<file path="src/rtl/tlb_op_ctrl.sv">
// tlb_op_ctrl: sequences TLBP/TLBR/TLBWI from WB, drives the TLB ports and CP0 strobes,
// and stalls the pipeline until the operation is done.
module tlb_op_ctrl #(
    parameter int TLBNUM = 16,
    parameter int IDX_W  = 4
) (
    input  logic             cp0_clk,
    input  logic             reset,
    input  logic             op_req,
    input  logic [1:0]       op_type,
    input  logic [31:0]      op_pc,
    input  logic             flush,
    input  logic [IDX_W-1:0] cp0_index,
    input  logic [31:0]      cp0_entryhi,
    input  logic [31:0]      cp0_entrylo0,
    input  logic [31:0]      cp0_entrylo1,
    output logic [18:0]      s_vpn2,
    output logic [7:0]       s_asid,
    input  logic             s_found,
    input  logic [IDX_W-1:0] s_index,
    output logic [IDX_W-1:0] r_index,
    input  logic [77:0]      r_data,
    output logic             we,
    output logic [IDX_W-1:0] w_index,
    output logic [77:0]      w_data,
    output logic             is_TLBP,
    output logic             index_write_p,
    output logic [IDX_W-1:0] index_write_index,
    output logic             is_TLBR,
    output logic [77:0]      TLB_rdata,
    output logic             stall,
    output logic             op_done,
    output logic             refetch,
    output logic [31:0]      refetch_pc
);
    if (TLBNUM > (1 << IDX_W)) begin : g_bad_cfg
        $error("TLBNUM does not fit in IDX_W index bits");
    end

    typedef enum logic [2:0] {IDLE, SRCH, RD, WR, DONE} state_t;
    state_t state, state_nx;

    logic [1:0]       typ;
    logic [31:0]      pc;
    logic [IDX_W-1:0] idx;
    logic [18:0]      vpn2;
    logic [7:0]       asid;
    logic [25:0]      lo0, lo1;
    logic             accept;
    logic             unused;

    assign unused = ^{cp0_entryhi[12:8], cp0_entrylo0[31:26], cp0_entrylo1[31:26]};
    assign accept = state == IDLE && op_req && op_type != 2'b00 && !flush;

    always_comb begin
        state_nx = state;
        state_nx = state == IDLE ? (accept ? (op_type == 2'b01 ? SRCH :
                                              op_type == 2'b10 ? RD : WR) : IDLE) :
                   state inside {SRCH, RD, WR} ? DONE : IDLE;
    end

    always_ff @(posedge cp0_clk or posedge reset) begin
        if (reset) state <= IDLE;
        else state <= state_nx;
    end

    always_ff @(posedge cp0_clk or posedge reset) begin
        if (reset) begin
            typ               <= '0;
            pc                <= '0;
            idx               <= '0;
            vpn2              <= '0;
            asid              <= '0;
            lo0               <= '0;
            lo1               <= '0;
            stall             <= 1'b0;
            is_TLBP           <= 1'b0;
            index_write_p     <= 1'b0;
            index_write_index <= '0;
            is_TLBR           <= 1'b0;
            TLB_rdata         <= '0;
        end else begin
            if (accept) begin
                typ  <= op_type;
                pc   <= op_pc;
                idx  <= cp0_index;
                vpn2 <= cp0_entryhi[31:13];
                asid <= cp0_entryhi[7:0];
                lo0  <= cp0_entrylo0[25:0];
                lo1  <= cp0_entrylo1[25:0];
            end
            stall             <= state_nx != IDLE;
            is_TLBP           <= state == SRCH;
            index_write_p     <= state == SRCH && !s_found;
            index_write_index <= state == SRCH ? (s_found ? s_index : idx) : '0;
            is_TLBR           <= state == RD;
            if (state == RD) TLB_rdata <= r_data;
        end
    end

    // Search/read ports are live from the latched operands; the TLB samples them only in SRCH/RD.
    assign s_vpn2     = vpn2;
    assign s_asid     = asid;
    assign r_index    = idx;
    assign we         = state == WR;
    assign w_index    = we ? idx : '0;
    assign w_data     = we ? {vpn2, asid, lo0[0] & lo1[0], lo0[25:1], lo1[25:1]} : '0;
    assign op_done    = state == DONE;
    assign refetch    = op_done && typ != 2'b01;
    assign refetch_pc = refetch ? pc + 32'd4 : '0;
endmodule

</file>
<file path="config.mk">
export PLATFORM = sky130hd
export DESIGN_NAME = tlb_op_ctrl
export DESIGN_NICKNAME = d
export VERILOG_FILES = /design/src/rtl/tlb_op_ctrl.sv
export SDC_FILE = /design/constraint.sdc
export NUM_CORES = 1
export LEC_CHECK = 0
export ABC_AREA = 1
export BUFFER_PORTS_ARGS = -buffer_cell sky130_fd_sc_hd__clkbuf_2
export CAP_MARGIN = 10
export CORE_AREA = 2 2 176 178
export CTS_BUF_LIST = sky130_fd_sc_hd__clkbuf_16
export CTS_CLUSTER_DIAMETER = 30
export DETAILED_ROUTE_END_ITERATION = 7
export DIE_AREA = 0 0 178 180
export SLEW_MARGIN = 10
export SYNTH_ARGS = -nofsm -noshare
export SYNTH_HDL_FRONTEND = slang
export SYNTH_SLANG_ARGS = --single-unit
</file>
<file path="constraint.sdc">
create_clock -name cp0_clk -period 8.7 [get_ports cp0_clk]
set_clock_uncertainty 0.15 [all_clocks]
set_input_delay 0.87 -clock cp0_clk [delete_from_list [all_inputs] [get_ports cp0_clk]]
set_output_delay 0.87 -clock cp0_clk [all_outputs]
set_load 0.05 [all_outputs]
</file>
# == After elaboration in Yosys (flattened, before gate mapping) ==
# Index checks and enable logic that the tools add are counted.
# classes
eq_ne,7
n_mux,10
reduce_logical,11
bitwise,1
n_addsub,1
# ops
cell,n
$mux 78,1
$add 32x3->32 const B,1
$mux 32,1
$mux 4,3
$eq 3x2->1 const B,2
$mux 3,2
$reduce_bool 3->1,2
$logic_and 1x1->1,5
$mux 2,2
$eq 3x1->1 const B,1
$eq 3x3->1 const B,1
$logic_not 3->1,1
$eq 2x1->1 const B,1
$eq 2x2->1 const B,1
$logic_not 1->1,2
$ne 2x1->1 const B,1
$reduce_bool 2->1,1
$and 1x1->1,1
$mux 1,1
# totals
regBits,206
elab_cells,44
inputBits,221
output_inout_bits,234

# == Longest topological paths before layout ==
# depth
word_depth,7
mapped_depth,9
depth_no_buf,9

# == Worst setup path after synthesis ==
# OpenSTA, ideal clock, no wires.
# synth_path
path_kind,reg2out
from,register state[2]
to,output port refetch_pc[12]
t_arrival_ps,2582
stages_incl_launch_ff,8
n_path_buf,1
required_ps,7680
path_slack_ps,5098
path_cell_list,dfrtp_1 > inv_1 > nor3_2 > nand2_2 > clkinv_2 > buf_6 > o21ai_1 > a21oi_1
# synth_between
elab_chain_cells,3
# synth_rtl
item,line,text
"start, declared",41,"state_t state, state_nx;"
"start signal, assigned",64,else state <= state_nx;
$eq 3x3->1,108,assign op_done = state == DONE;
via op_done,32,"output logic op_done,"
$logic_and 1x1->1,109,assign refetch = op_done && typ != 2'b01;
via refetch,33,"output logic refetch,"
$mux 32,110,assign refetch_pc = refetch ? pc + 32'd4 : '0;
"end, declared",34,output logic [31:0] refetch_pc
# The timed path passes the listed nets, and every way through them passes these cells.

# == Worst setup path after layout ==
# layout_path
from,register state[2]
to,output port w_data[1]
# layout_between
elab_chain_cells,2
# layout_rtl
item,line,text
$eq 3x2->1,105,assign we = state == WR;
$mux 78,107,"assign w_data = we ? {vpn2, asid, lo0[0] & lo1[0], lo0[25:1], lo1[25:1]} : '0;"
"end, declared",25,"output logic [77:0] w_data,"
# Every way passes these cells.

==> reports/results.tsv <==
stage	metric	value	unit
critical_path	crit_type	register to output pin	
floorplan	die_height	180	um
critical_path	startpoint	state[2]$_DFF_PP0_	
global_routing	grt_busiest_layer	met2	
yosys	synth.most_common_cell	nand2_1	
placement	place_area	11570	sq um
global_routing	track_usage	0.1838	
placement	gp_congestion	0.8886	
clock_tree	cts_root_buf	clkbuf_16	
floorplan	die_w	178	um
pwr	clkPwrFrac	0.468	
drt	wl_per_cell	14.49	um
yosys	synthCells	1174	
pwr	ir_worst_vdd	0.0001828	V
critical_path	crit_path_start_kind	register	
timing	setup_slack	4.884	ns
timing	post-route-period-util	0.4386	
placement	pre_cts_slack	5.443	ns
timing	fin_crit	3.816	ns
status	status	finished clean	
global_routing	grt_pass1_vias	8741	
critical_path	crit_fanout	48	
yosys	syn_area_per_cell	7.729	sq um
critical_path	crit_arrival	2.80	ns
hold_path	hold_start	TLB_rdata[36]$_DFFE_PP0P_	
global_routing	grt_max_degree	142	
yosys	synth_top_area_cell	dfrtp_1	
clock_tree	cts_hold_buf	0	
yosys	synth_nets	1396	
cells_and_area	final_layout_size_suffix_gt1_frac	0.3265	
critical_path	crit_path_end	w_data[1]	
yosys	synthTopCellsByCount	339 x nand2_1, 274 x nor2_1, 206 x dfrtp_1	
cells_and_area	fin_cells	2065	
timing	rsz0062_at_grt	false	
global_routing	antenna_found_initial	0	
pwr	p_switching	1.671	mW
global_routing	met3_usage	0.05372	
drt	drcViolationCount	0	
pwr	internal-power	3.030	mW
critical_path	r2r-start	state[0]$_DFF_PP0_	
critical_path	r2r-end	s_vpn2[2]$_DFFE_PP0N_	
yosys	ys_async_sr_fraction	1.000	
global_routing	grt_pass1_wl	46.40	mm
timing	relSlewSlack	0.3028	
placement	io_buffers	437	
hold_path	hold_class	register to register	
drt	wirelength	29.92	mm
yosys	ys_seq_area_frac	0.5681	
floorplan	ios	455	
critical_path	worstPathRequired	7.68	ns
run	max-cap-violations	0	
cells_and_area	area_delta_synth_final	49.92	%
yosys	ys.flop_type	dfrtp_1	
timing	tightest_slew	1.046	ns
critical_path	end_kind	output pin	
critical_path	reg2reg_depth	6	
global_routing	met2_usage	0.3039	
critical_path	rrSetupSlack	6.19	ns
clock_tree	ctsResizeCount	0	
timing	final_hold_viol_count	0	
yosys	ys_warn_count	0	
placement	placedCellCount	1961	
drt	viasPerCell	4.399	
timing	fmax	262.1	MHz
yosys	yosysTopAreaCellShare	0.5681	
cells_and_area	antenna_cells	0	
drt	num_vias	9083	
yosys	synth_edf_count	0	
drt	first_iter_violations	510	
clock_tree	clock_path_buffers	3	
cells_and_area	nets	1845	
floorplan	fp-row-count	64	
clock_tree	cts_setup_buffers	0	
pwr	seqPwrFrac	0.282	
pwr	pwr-share-comb	0.249	
clock_tree	clock-sinks	206	
yosys	synth_cell_type_count	21	
yosys	ys_ff_latch	206	
cells_and_area	fin_area	13600	sq um
yosys	synthTopCellsByArea	dfrtp_1 57%, nand2_1 14%, nor2_1 11%, a21oi_1 6.6%, inv_1 5.5%	
clock_tree	cts_buffers	56	
pwr	p_per_area	345.6	nW/um^2
yosys	synth_area	9074	sq um
timing	drv_slew	0	
placement	place_hpwl	21.31	mm
global_routing	met1_usage	0.2215	
pwr	switching_share	0.3554	
floorplan	coreArea	30190	sq um
clock_tree	clk-insertion-delay-late	0.56	ns
pwr	power.leakage	7.885	nW
drt	drtPass1Iterations	5	
timing	setup_violations	0	
drt	drtAntennaViolNets	0	
clock_tree	clkTransAtPathRegs	0.05	ns
clock_tree	cts_tree	built	
floorplan	initial_core_util	0.3006	
floorplan	die_area	32040	sq um
timing	fin_tns_setup	0	ns
clock_tree	htreeDepth	2	
global_routing	gr-total-overflow	0	
pwr	finalPower	4.701	mW
kinds of logic after synthesis:
group	after synthesis	share of synthesized area
DFF	206	0.5681
AOI/OAI and AO/OA	142	0.07832
and+or+nand+nor	632	0.2661
adders and majority gates	1	0.001379
xor gates and xnor gates	2	0.001931
buffers and inverters	191	0.08411
worst min path at each step:
stage,endpoint,cells after the start
final,TLB_rdata[36]$_DFFE_PP0P_,2
after floorplan,lo1[0]$_DFFE_PP0N_,2
after global placement,TLB_rdata[47]$_DFFE_PP0P_,2
after global routing,TLB_rdata[36]$_DFFE_PP0P_,2
after detailed placement,TLB_rdata[72]$_DFFE_PP0P_,2
after CTS,TLB_rdata[24]$_DFFE_PP0P_,2
placed cells by master (no fill, tap or decap), types with 4 or more instances in the layout:
master,instances
clkinv_1,5
nand3_1,13
dfrtp_1,206
a21oi_1,119
clkbuf_16,56
buf_4,7
clkinv_2,14
nand2_1,339
bufinv_16,14
clkinv_4,4
inv_1,139
clkbuf_2,437
nor2_1,274
o21ai_0,21
per-stage QoR:
stage          hold slack [ns]  utilization
3_3_place_gp            0.3036       0.3833
2_1_floorplan           0.3029            -
4_1_cts                 0.3187       0.4506
6_report                0.3156       0.4506
3_5_place_dp            0.3073       0.3833
5_1_grt                 0.3350       0.4506
flip-flops by register name (all words and copies together), names as in the netlist, 2 cells and up:
register and count:
s_asid 8, typ 2, pc 32, lo0 26
state 3, index_write_index 4, TLB_rdata 78, r_index 4
lo1 26, s_vpn2 19
routing by layer:
| metal | wire (um) | up-vias |
|---|---|---|
| met4 | 1059 | 0 |
| met2 | 14380 | 336 |
| li1 | - | 4472 |
| met3 | 2258 | 81 |
| met5 | 0 | - |
| met1 | 12220 | 4194 |
cell type report:
class | instances | area (sq um)
Clock buffer | 56 | 1401
Timing Repair Buffer | 444 | 2240
Tap cell | 396 | 495.5
Multi-Input combinational cell | 777 | 3156
Clock inverter | 48 | 629.4
Sequential cell | 206 | 5155
Fill cell | 3015 | 16590
Inverter | 138 | 526.8
power by group through the flow:
stage / logic, mW / clock network, mW / registers, mW
after detailed placement: 1.18 / 0 / 1.33
after global routing: 1.26 / 2.30 / 1.36
after CTS: 1.18 / 2.24 / 1.33
after global placement: 1.17 / 0 / 1.33
after floorplan: 0.352 / 0 / 1.83
final: 1.17 / 2.20 / 1.33
worst max-delay path, cell delays in order (launching register included):
cell	delay, ns
dfrtp_1	0.45
inv_1	0.10
nand2_1	0.09
nor2_1	0.07
inv_2	0.56
buf_4	0.57
nor2_1	0.11
clkbuf_2	0.27
(Power assumes the default switching activity.)
